### config.mk
export PLATFORM = sky130hd
export DESIGN_NAME = conv_layer_sequencer_flat
export DESIGN_NICKNAME = d
export VERILOG_FILES = /design/src/rtl/conv_layer_sequencer_if.sv /design/src/rtl/conv_layer_sequencer.sv /design/src/flat_wrapper.sv
export SDC_FILE = /design/constraint.sdc
export NUM_CORES = 1
export LEC_CHECK = 0
export BUFFER_PORTS_ARGS = -buffer_cell sky130_fd_sc_hd__buf_2
export CORE_UTILIZATION = 40
export DETAILED_ROUTE_END_ITERATION = 8
export PLACE_DENSITY = 0.62
export SYNTH_ARGS = -nofsm -noshare
export SYNTH_HDL_FRONTEND = slang
export SYNTH_SLANG_ARGS = --single-unit
### constraint.sdc
create_clock -name clk -period 5.6 [get_ports clk]
set_input_delay 0.28 -clock clk [delete_from_list [all_inputs] [get_ports clk]]
set_output_delay 0.28 -clock clk [all_outputs]
set_load 0.02 [all_outputs]
### src/rtl/conv_layer_sequencer_if.sv
// Control and engine-side signals of the convolution layer sequencer.
// master: controller/engines; slave: the sequencer itself.
interface conv_layer_sequencer_if #(
    parameter int NUM_LAYERS = 3,
    parameter int TMO_W      = 16
);
    logic                  start;
    logic [NUM_LAYERS-1:0] layer_mask;
    logic                  abort;
    logic [TMO_W-1:0]      tmo_cycles;
    logic [NUM_LAYERS-1:0] conv_done;
    logic [NUM_LAYERS-1:0] conv_start;
    logic [NUM_LAYERS-1:0] conv_en;
    logic                  busy;
    logic                  done;
    logic                  aborted;
    logic                  error;
    logic [1:0]            err_layer;
    logic [1:0]            layers_run;

    modport master (
        output start, layer_mask, abort, tmo_cycles, conv_done,
        input  conv_start, conv_en, busy, done, aborted,
        input  error, err_layer, layers_run
    );

    modport slave (
        input  start, layer_mask, abort, tmo_cycles, conv_done,
        output conv_start, conv_en, busy, done, aborted,
        output error, err_layer, layers_run
    );
endinterface

### src/rtl/conv_layer_sequencer.sv
// Runs the selected convolution engines in layer order after one start,
// with a per-layer watchdog and done/abort/error status.
module conv_layer_sequencer #(
    parameter int NUM_LAYERS = 3,
    parameter int TMO_W      = 16
) (
    input logic                   clk,
    input logic                   reset,
    conv_layer_sequencer_if.slave bus
);
    typedef enum logic [2:0] {
        IDLE, LAUNCH, WAIT, NEXT, FINISH, ERROR
    } state_t;

    state_t                state, state_n;
    logic [NUM_LAYERS-1:0] mask, mask_n;
    logic [1:0]            cur, cur_n;
    logic [1:0]            run, run_n;
    logic [1:0]            err_layer, err_layer_n;
    logic [TMO_W-1:0]      timer, timer_n;
    logic                  error, error_n;
    logic                  aborted, aborted_n;
    logic [1:0]            low_idx, nxt_idx;
    logic                  low_ok, nxt_ok;
    logic [NUM_LAYERS-1:0] sel;

    // Lowest requested layer, and next latched layer above cur
    always_comb begin
        low_ok  = 1'b0;
        low_idx = '0;
        nxt_ok  = 1'b0;
        nxt_idx = '0;
        for (int i = NUM_LAYERS - 1; i >= 0; i--) begin
            if (bus.layer_mask[i]) begin
                low_ok  = 1'b1;
                low_idx = 2'(i);
            end
            if (mask[i] && i > int'(cur)) begin
                nxt_ok  = 1'b1;
                nxt_idx = 2'(i);
            end
        end
    end

    always_comb begin
        state_n     = state;
        mask_n      = mask;
        cur_n       = cur;
        timer_n     = timer;
        run_n       = run;
        error_n     = error;
        err_layer_n = err_layer;
        aborted_n   = 1'b0;
        unique case (state)
            IDLE: begin
                if (bus.start) begin
                    mask_n      = bus.layer_mask;
                    error_n     = 1'b0;
                    err_layer_n = '0;
                    run_n       = '0;
                    if (low_ok) begin
                        cur_n   = low_idx;
                        state_n = LAUNCH;
                    end else begin
                        state_n = FINISH;
                    end
                end
            end
            LAUNCH: begin
                timer_n = '0;
                state_n = WAIT;
            end
            WAIT: begin
                if (bus.conv_done[cur]) begin
                    run_n   = run + 2'd1;
                    state_n = NEXT;
                end else if (bus.tmo_cycles != '0 &&
                             timer == bus.tmo_cycles - TMO_W'(1)) begin
                    state_n = ERROR;
                end else if (timer != '1) begin
                    timer_n = timer + TMO_W'(1);
                end
            end
            NEXT: begin
                if (nxt_ok) begin
                    cur_n   = nxt_idx;
                    state_n = LAUNCH;
                end else begin
                    state_n = FINISH;
                end
            end
            FINISH: state_n = IDLE;
            ERROR: begin
                error_n     = 1'b1;
                err_layer_n = cur;
                state_n     = IDLE;
            end
            default: state_n = IDLE;
        endcase
        if (bus.abort &&
            (state == LAUNCH || state == WAIT || state == NEXT)) begin
            state_n   = IDLE;
            aborted_n = 1'b1;
        end
    end

    always_ff @(posedge clk) begin
        if (reset) begin
            state     <= IDLE;
            mask      <= '0;
            cur       <= '0;
            timer     <= '0;
            run       <= '0;
            error     <= 1'b0;
            err_layer <= '0;
            aborted   <= 1'b0;
        end else begin
            state     <= state_n;
            mask      <= mask_n;
            cur       <= cur_n;
            timer     <= timer_n;
            run       <= run_n;
            error     <= error_n;
            err_layer <= err_layer_n;
            aborted   <= aborted_n;
        end
    end

    assign sel            = NUM_LAYERS'(1) << cur;
    assign bus.conv_start = (state == LAUNCH) ? sel : '0;
    assign bus.conv_en    = (state == LAUNCH || state == WAIT) ? sel : '0;
    assign bus.busy       = (state != IDLE);
    assign bus.done       = (state == FINISH);
    assign bus.aborted    = aborted;
    assign bus.error      = error;
    assign bus.err_layer  = err_layer;
    assign bus.layers_run = run;
endmodule
### src/flat_wrapper.sv
// flat-port wrapper written by rule: the top's interface ports become plain ports
module conv_layer_sequencer_flat 
#(
    parameter int NUM_LAYERS = 3,
    parameter int TMO_W      = 16
)
  (clk, reset, bus_start, bus_layer_mask, bus_abort, bus_tmo_cycles, bus_conv_done, bus_conv_start, bus_conv_en, bus_busy, bus_done, bus_aborted, bus_error, bus_err_layer, bus_layers_run);
  conv_layer_sequencer_if #(.NUM_LAYERS(NUM_LAYERS), .TMO_W(TMO_W)) bus_i ();
  input logic clk;
  input logic reset;
  input wire logic [$bits(bus_i.start)-1:0] bus_start;
  input wire logic [$bits(bus_i.layer_mask)-1:0] bus_layer_mask;
  input wire logic [$bits(bus_i.abort)-1:0] bus_abort;
  input wire logic [$bits(bus_i.tmo_cycles)-1:0] bus_tmo_cycles;
  input wire logic [$bits(bus_i.conv_done)-1:0] bus_conv_done;
  output wire logic [$bits(bus_i.conv_start)-1:0] bus_conv_start;
  output wire logic [$bits(bus_i.conv_en)-1:0] bus_conv_en;
  output wire logic [$bits(bus_i.busy)-1:0] bus_busy;
  output wire logic [$bits(bus_i.done)-1:0] bus_done;
  output wire logic [$bits(bus_i.aborted)-1:0] bus_aborted;
  output wire logic [$bits(bus_i.error)-1:0] bus_error;
  output wire logic [$bits(bus_i.err_layer)-1:0] bus_err_layer;
  output wire logic [$bits(bus_i.layers_run)-1:0] bus_layers_run;
  assign bus_i.start = bus_start;
  assign bus_i.layer_mask = bus_layer_mask;
  assign bus_i.abort = bus_abort;
  assign bus_i.tmo_cycles = bus_tmo_cycles;
  assign bus_i.conv_done = bus_conv_done;
  assign bus_conv_start = bus_i.conv_start;
  assign bus_conv_en = bus_i.conv_en;
  assign bus_busy = bus_i.busy;
  assign bus_done = bus_i.done;
  assign bus_aborted = bus_i.aborted;
  assign bus_error = bus_i.error;
  assign bus_err_layer = bus_i.err_layer;
  assign bus_layers_run = bus_i.layers_run;
  conv_layer_sequencer #(.NUM_LAYERS(NUM_LAYERS), .TMO_W(TMO_W)) u_core (.clk(clk), .reset(reset), .bus(bus_i));
endmodule
After elaboration in Yosys (flattened, before gate mapping)
Index checks and enable logic that the tools add are counted.
{ "classes": {"n_addsub": 3, "order_cmp": 3, "n_eq_ne": 15, "n_shift": 1, "mux": 35, "reduce_logical": 20} }
{ "op_table": {"columns": ["op", "count"], "rows": [
  ["$mux W16", 3],
  ["$pmux W16 S2", 1],
  ["$mux W3", 7],
  ["$mux W2", 10],
  ["$add A16 B1 Y16 const B", 1],
  ["$eq A16 B16 Y1", 1],
  ["$ne A16 B16 Y1 const B", 1],
  ["$reduce_bool A16 Y1", 1],
  ["$sub A16 B1 Y16 const B", 1],
  ["$pmux W2 S2", 3],
  ["$pmux W3 S4", 1],
  ["$mux W1", 8],
  ["$ne A2 B1 Y1 const B", 4],
  ["$reduce_and A4 Y1", 2],
  ["$reduce_bool A2 Y1", 4],
  ["$eq A3 B2 Y1 const B", 2],
  ["$eq A3 B3 Y1 const B", 2],
  ["$ne A2 B2 Y1 const B", 3],
  ["$reduce_and A2 Y1", 3],
  ["$logic_and A1 B1 Y1", 4],
  ["$eq A3 B1 Y1 const B", 1],
  ["$logic_not A3 Y1", 1],
  ["$lt A2 B3 Y1 const B", 1],
  ["$ne A3 B1 Y1 const B", 1],
  ["other kinds (10)", 11]
]} }
{ "word_totals": {"ff_bits": 30, "inputBits": 26, "out_inout_bits": 14, "word_cells": 85} }

Logic depth before layout (Yosys ltp)
Gate-level depths: netlist (run 1).
{ "logic_depth": {"word_depth": 6, "ltp_mapped": 12, "mapped_depth_nobuf": 10} }

Worst setup path before layout (run 1)
No wires, ideal clock.
{ "synth_timing": {"path_kind": "input-to-reg", "from": "in bus_tmo_cycles[0]", "to": "reg u_core.state[0]", "setup_ns": 0.103, "arrival_time_ns": 2.263, "slack_ns": 3.233, "cell_stages": 11, "path_cell_list": "inv_1 ha_1 nor3b_4 nand4_1 xnor2_1 a211oi_1 nand4b_4 o21bai_4 buf_6 nand2_2 a2111oi_2"} }
{ "synth_between": {"elab_chain_cells": 5, "elab_cells_between_ends": 6, "cone_classes": "1 x add/sub; 2 x eq/ne; 3 x reduce/logical"} }
{ "synth_rtl": {"columns": ["element", "line_no", "text"], "rows": [
  ["start, declared", "flat_wrapper.sv:14", "input wire logic [$bits(bus_i.tmo_cycles)-1:0] bus_tmo_cycles;"],
  ["$sub A16 B1 Y16", "conv_layer_sequencer.sv:78", "timer == bus.tmo_cycles - TMO_W'(1)) begin"],
  ["$eq A16 B16 Y1", "conv_layer_sequencer.sv:78", null],
  ["$logic_and A1 B1 Y1 *", "conv_layer_sequencer.sv:77", "end else if (bus.tmo_cycles != '0 &&"],
  ["$ne A3 B1 Y1 (no source line) *", null, null],
  ["$reduce_and A2 Y1 (no source line) *", null, null],
  ["end signal, assigned", "conv_layer_sequencer.sv:118", "state <= state_n;"],
  ["end, declared", "conv_layer_sequencer.sv:15", "state_t state, state_n;"]
]} }
Mark *: on every way between the ends. The rest lies on a longest branch, timed or not.
A chain may end at the register's enable or synchronous reset.

Worst setup path in the final report (run 1)
Ends and elaborated chain as after synthesis.

==> qor.txt, run 1 <==
outcome - completed
Sink Count - 29
Vias/cell - 5.54
Clk Latency, worst-skew pair - 0.28 ns
Post-DP HPWL - 3.90 mm
Seq/Total Area, Yosys - 26.8%
total CTS buffers - 5
Tmin final - 2.58 ns
H-tree levels - 2
Final ANT Viol Nets - 0
grt total ovfl - 0
layout cells sized above 1 - 19.5%
main area contributors after synthesis - dfxtp_1, xnor2_1, a21oi_1, nor2_1, nand2_1
CP Data Arrival Time - 2.76 ns
clock root buffer - clkbuf_8
clock slew at reported path FFs - 0.06 ns
most frequent cell after synthesis - dfxtp_1
# hold bufs at CTS - 0
clock buffer depth - 2
WP data required - 5.78 ns
Hold Path Depth - 3
Met3 Routed Length - 205 um
DR WL/cell - 13.4 um
reg-to-reg endpoint - u_core.timer[15]
final count of negative-setup-slack endpoints - 0
Die Width - 75.6 um
WL met1 - 2.36 mm
count of pins over their slew limit - 0
pin count of the biggest net entering global routing - 25
vias in the first global route - 1910
std cell rows - 26
drt pass-1 iters - 4
Worst Setup Start Kind - input pin
Hold Startpoint - bus_layer_mask[2]
Adder-Cell Fraction of Synth Area - 1.73%
CTS tree - yes
setup TNS - 0 ns
via count - 2093
post-synthesis cell area - 2170 um^2
Tightest Hold Check Type - input pin to flip-flop
top post-synthesis cells by count - dfxtp_1, nor2_1, nand2_1
syn nets - 301
simple-gate portion of the synthesized area - 39.5%
# fillers - 539
Pleak - 0.920 nW
Tightest Pin Transition - 0.636 ns
Die ar. - 5720 um^2
Post-synth ARST share - 0%
Syn Area/Cell - 7.97 um^2
core area - 5170 um^2
IO Pins - 40
Synth Area in XOR/XNOR - 8.89%
synthesized instance count - 272
Worst Hold Path EP - u_core.mask[2]
maximum VDD drop - 0.143 mV
Final period util - 46.0%
max_cap viols - 0
RR Startpoint - u_core.timer[7]
final hold viol count - 0
mux contribution to synthesized area - 1.39%
Compound-Gate Fraction of Synth Area - 18.0%
Netlist cell types - 58
drt initial violations - 84
reg2reg path depth - 7
met2 wire len - 2.44 mm
DRC - 0
diode count - 0
Max Clock Freq - 0.388 GHz
internal reg-to-reg setup slack - 3.19 ns
initial antenna violation count - 0
post-CTS sizing - 0
power per cell area - 216 nW/um^2
Layout area overhead - 14.6%
Clock Skew - 0.00556 ns
initial core utilization - 41.9%
main combinational cell family by area after synthesis - simple AND/OR/NAND/NOR gates
crit-path max FO - 24
first-pass GRT wire length - 8.35 mm
CP endpoint kind - flip-flop
Post-CTS Setup Bufs - 0
Seq cells post-synth - 29
Port Buffer Count - 39
nets - 337
Yosys top cell area share - 26.8%
Post-synth EDFFs - 0
post-layout util - 48.0%
Top FF cell, synth - dfxtp_1
Max transition margin - 57.5%
Die Y - 75.6 um
DR top layer - met4
RePlAce Congestion - 0.771
WS Path Type - input pin to flip-flop
WL final - 5.06 mm
gr usage total - 19.0%
RSZ-0062 raised after global routing - false
YS warnings - 0
cell taking the most area after synthesis - dfxtp_1
flip-flops by register name, indices dropped and copies added, names as in the netlist:
register / flops
u_core.bus.aborted: 1
u_core.bus.err_layer: 2
u_core.timer: 16
u_core.cur: 2
u_core.bus.layers_run: 2
u_core.bus.error: 1
u_core.state: 3
u_core.mask: 2
metrics by stage:
step                      hold WS [ns]  instance area, um^2  setup slack (ns)  total power [mW]  instances
final                            0.261                 2480              3.02             0.537        378
after detailed placement         0.462                 2400              2.69             0.369        371
after CTS                        0.251                 2480              2.97             0.544        378
after floorplan                  0.359                 2170              3.23             0.327        272
after global placement           0.458                 2400              2.78             0.367        371
after global routing             0.277                 2480              2.76             0.568        378
final cells by class:
cell class / count / area, um^2 / share of cell area [%]
inverters: 7 / 26.3 / 1.06
repair buffers: 39 / 195 / 7.86
clock buffers: 7 / 86.3 / 3.48
well taps: 70 / 87.6 / 3.53
multi-input cells: 226 / 1510 / 60.7
flip-flops and latches: 29 / 581 / 23.4
where the power goes:
group	switching, mW	internal (mW)	leakage [nW]
sequential	0.0154	0.215	0.235
combinational	0.0808	0.0525	0.641
clock	0.0764	0.0973	0.0443
cells in the final DEF (no fill, tap or decap), drive strengths merged, types with 2 or more instances in the layout:
cell    count
a211oi      2
a21oi      21
a22oi       2
and2        4
and3        5
buf        39
clkbuf      7
dfxtp      29
ha          3
inv         7
mux2i       3
nand2      25
nand2b      2
nand3      11
nand3b      3
nand4       9
nand4b      2
nor2       25
nor2b       5
nor3       14
nor3b       7
nor4        4
nor4b       4
o211ai      5
o21ai       8
o21bai      2
o31ai       5
or2         3
or3         9
or4         7
xnor2      15
xor2        7
worst max path at each step:
stage	from	to	slack [ns]	cells past startpoint
2_1_floorplan	bus_tmo_cycles[0]	u_core.state[0]	3.23	11
3_3_place_gp	bus_tmo_cycles[0]	u_core.state[0]	2.78	11
3_5_place_dp	bus_tmo_cycles[0]	u_core.state[0]	2.69	11
4_1_cts	bus_tmo_cycles[0]	u_core.state[0]	2.97	11
5_1_grt	bus_tmo_cycles[0]	u_core.state[0]	2.76	11
6_report	bus_tmo_cycles[0]	u_core.state[0]	3.02	11
kinds of logic after synthesis:
| kind of cell | after synthesis |
|---|---|
| AO/OA/AOI/OAI | 56 |
| XOR/XNOR | 22 |
| flip-flops | 29 |
| AND/OR/NAND/NOR | 142 |
| adder cells (fa/ha/maj) | 3 |
| buffers and inverters | 17 |
| multiplexers | 3 |
worst max-delay path: stages:
cell and delay [ns]:
buf_2 0.13, inv_1 0.08, ha_1 0.19, nor3b_4 0.37, nand4_1 0.16, xnor2_1 0.16
a211oi_1 0.31, nand4b_4 0.19, o21bai_4 0.45, nand2_2 0.10, a2111oi_2 0.33
routing by layer:
metal / up-vias / global-route usage, %
li1: 1078 / -
met1: 963 / 23.2
met2: 47 / 33.6
met3: 5 / 3.44
met4: 0 / 6.58
met5: - / 0
(Power assumes the default switching activity.)
==> inputs of run 2 (changes only) <==
--- a/config.mk
+++ b/config.mk
@@ -8,7 +8,7 @@
 export BUFFER_PORTS_ARGS = -buffer_cell sky130_fd_sc_hd__buf_2
 export CORE_UTILIZATION = 40
 export DETAILED_ROUTE_END_ITERATION = 8
-export PLACE_DENSITY = 0.62
+export PLACE_DENSITY = 0.64
 export SYNTH_ARGS = -nofsm -noshare
 export SYNTH_HDL_FRONTEND = slang
 export SYNTH_SLANG_ARGS = --single-unit
==> constraint.sdc (replaced) <==
create_clock -name clk -period 2.2 [get_ports clk]
set_input_delay 0.11 -clock clk [delete_from_list [all_inputs] [get_ports clk]]
set_output_delay 0.11 -clock clk [all_outputs]
set_load 0.02 [all_outputs]
==> run 2 against run 1 <==
Clock skew up 0.0011 ns. Power rose to 2.7 times the previous value. Register-to-register slack worse by 3.1 ns. Setup slack worse by 3.0 ns. Via count up 13%. First-iteration DRC count down 18%. Critical path depth down 3. Largest power group unchanged.
==> qor.txt, run 2 (same netlist as run 1, synthesis figures left out) <==
drt initial violations - 69
CP Data Arrival Time - 2.31 ns
Layout area overhead - 42.4%
Final period util - 97.5%
Hold Startpoint - bus_layer_mask[2]
clock buffer depth - 2
maximum VDD drop - 0.427 mV
reg2reg path depth - 8
gr usage total - 22.2%
Slowest-stage cell, CP - or3_4
WP data required - 2.37 ns
Clock Skew - 0.00662 ns
worst path bufs/invs - 1
Hold Path Depth - 3
most used cell, CP - and3_1
Area after DPL - 2850 um^2
RePlAce Congestion - 0.825
initial antenna violation count - 0
pin count of the biggest net entering global routing - 17
# hold bufs at CTS - 0
final count of negative-setup-slack endpoints - 0
clock slew at reported path FFs - 0.07 ns
DR WL/cell - 13.4 um
CP endpoint kind - flip-flop
drt pass-1 iters - 4
Tightest Pin Transition - 0.555 ns
largest registers - u_core.timer (16), u_core.state (3)
grt total ovfl - 0
Place WS - -0.294 ns
internal reg-to-reg setup slack - 0.05 ns
Largest register FFs - 16
RR Startpoint - u_core.timer[9]
Pleak - 1.27 nW
CP delay by family, top - simple AND/OR/NAND/NOR gates
count of pins over their slew limit - 0
crit-path max cell delay - 0.38 ns
Worst Hold Path EP - u_core.mask[2]
Clk Latency, worst-skew pair - 0.29 ns
CP Cell Sequence - and4_4, and3_1, and3_1, and3_1, or3_4, buf_4, o21ai_0, a21oi_2
hold slack final - 0.0842 ns
Tmin final - 2.15 ns
H-tree levels - 2
RSZ-0062 raised after global routing - true
final hold viol count - 0
Die Width - 75.6 um
power per cell area - 466 nW/um^2
nets - 399
Port Buffer Count - 39
vias in the first global route - 2166
total CTS buffers - 5
reg-to-reg endpoint - u_core.timer[7]
crit-path max FO - 4
most frequent cells in the layout - buf_4, buf_2, nor2_1, dfxtp_1, nand2_1
WS Path Type - flip-flop to flip-flop
Sink Count - 29
met1 Use GR - 25.1%
Final ANT Viol Nets - 0
layout cells sized above 1 - 37.5%
Design Power - 1.44 mW
GRT met3 Usage - 4.50%
Post-DP HPWL - 4.44 mm
diode count - 0
Die ar. - 5720 um^2
WL final - 5.91 mm
commonest non-fill, non-tap cell in the layout - buf_4
std cell rows - 26
max_cap viols - 0
Tightest Hold Check Type - input pin to flip-flop
CTS tree - yes
Biggest register - u_core.timer
final worst slack - 0.0546 ns
via count - 2364
Max Clock Freq - 0.466 GHz
Worst Setup Start Kind - flip-flop
clock root buffer - clkbuf_8
initial core utilization - 41.9%
core area - 5170 um^2
first-pass GRT wire length - 9.45 mm
DRC - 0
busiest metal layer after global routing - met2
# placed instances - 429
Die Y - 75.6 um
IO Pins - 40
final instance area - 3090 um^2
outcome - completed
Vias/cell - 5.36
final std cells w/o fill - 441
Max transition margin - 62.9%
GRT met2 Usage - 40.7%
==> run 2: cell count changes in the layout (fill, tap and decap cells not counted), sizes merged <==
cell    change
clkbuf      -1
o21bai      +1
clkinv      +2
buf        +61
==> run 2: worst max-delay path by stage <==
stage                       from              end  slack, ns  depth (start not counted)
3_3_place_gp   bus_tmo_cycles[0]  u_core.state[0]      -0.25                         12
4_1_cts          u_core.timer[7]  u_core.state[0]      0.001                          8
5_1_grt         u_core.timer[11]  u_core.timer[5]      -0.04                          9
3_5_place_dp   bus_tmo_cycles[0]  u_core.state[0]      -0.29                         12
6_report         u_core.timer[9]  u_core.timer[7]       0.05                          8
2_1_floorplan  bus_tmo_cycles[0]  u_core.state[0]      0.003                         11
==> run 2: per-stage QoR <==
step	TNS, ns	utilization [%]
global route	-0.194	59.7
floorplan	0	-
global placement	-2.87	55.0
detailed placement	-3.43	55.0
finish	0	59.7
CTS	0	57.0
==> run 2: worst min-delay path, delay by kind of cell <==
kind / cells / cell delay, ns
buffers and inverters: 1 / 0.11
AND/OR/NAND/NOR: 1 / 0.05
AO/OA/AOI/OAI: 1 / 0.05
==> run 2: power breakdown <==
group | internal [mW] | switching [mW]
clock network | 0.219 | 0.208
logic | 0.195 | 0.236
registers | 0.547 | 0.0345
total | 0.960 | 0.478
==> run 2: timing repair <==
action / CTS / global route
cloned: 1 / 0
gates resized for setup: 1 / 22
pin swaps: 1 / 14
buffers inserted: 0 / 3
setup endpoints to repair: 2 / 15
==> run 2: routing by layer <==
| layer | wire, um | up-vias |
|---|---|---|
| met5 | 0 | - |
| li1 | - | 1202 |
| met4 | 126 | 0 |
| met3 | 199 | 11 |
| met2 | 2940 | 58 |
| met1 | 2650 | 1093 |
==> run 2: cell type report <==
type | instances | area [um^2]
repair buffers | 100 | 669
well taps | 70 | 87.6
multi-input cells | 227 | 1630
inverters | 7 | 26.3
clock inverters | 2 | 10.0
flip-flops and latches | 29 | 586
clock buffers | 6 | 72.6
fillers | 472 | 2090
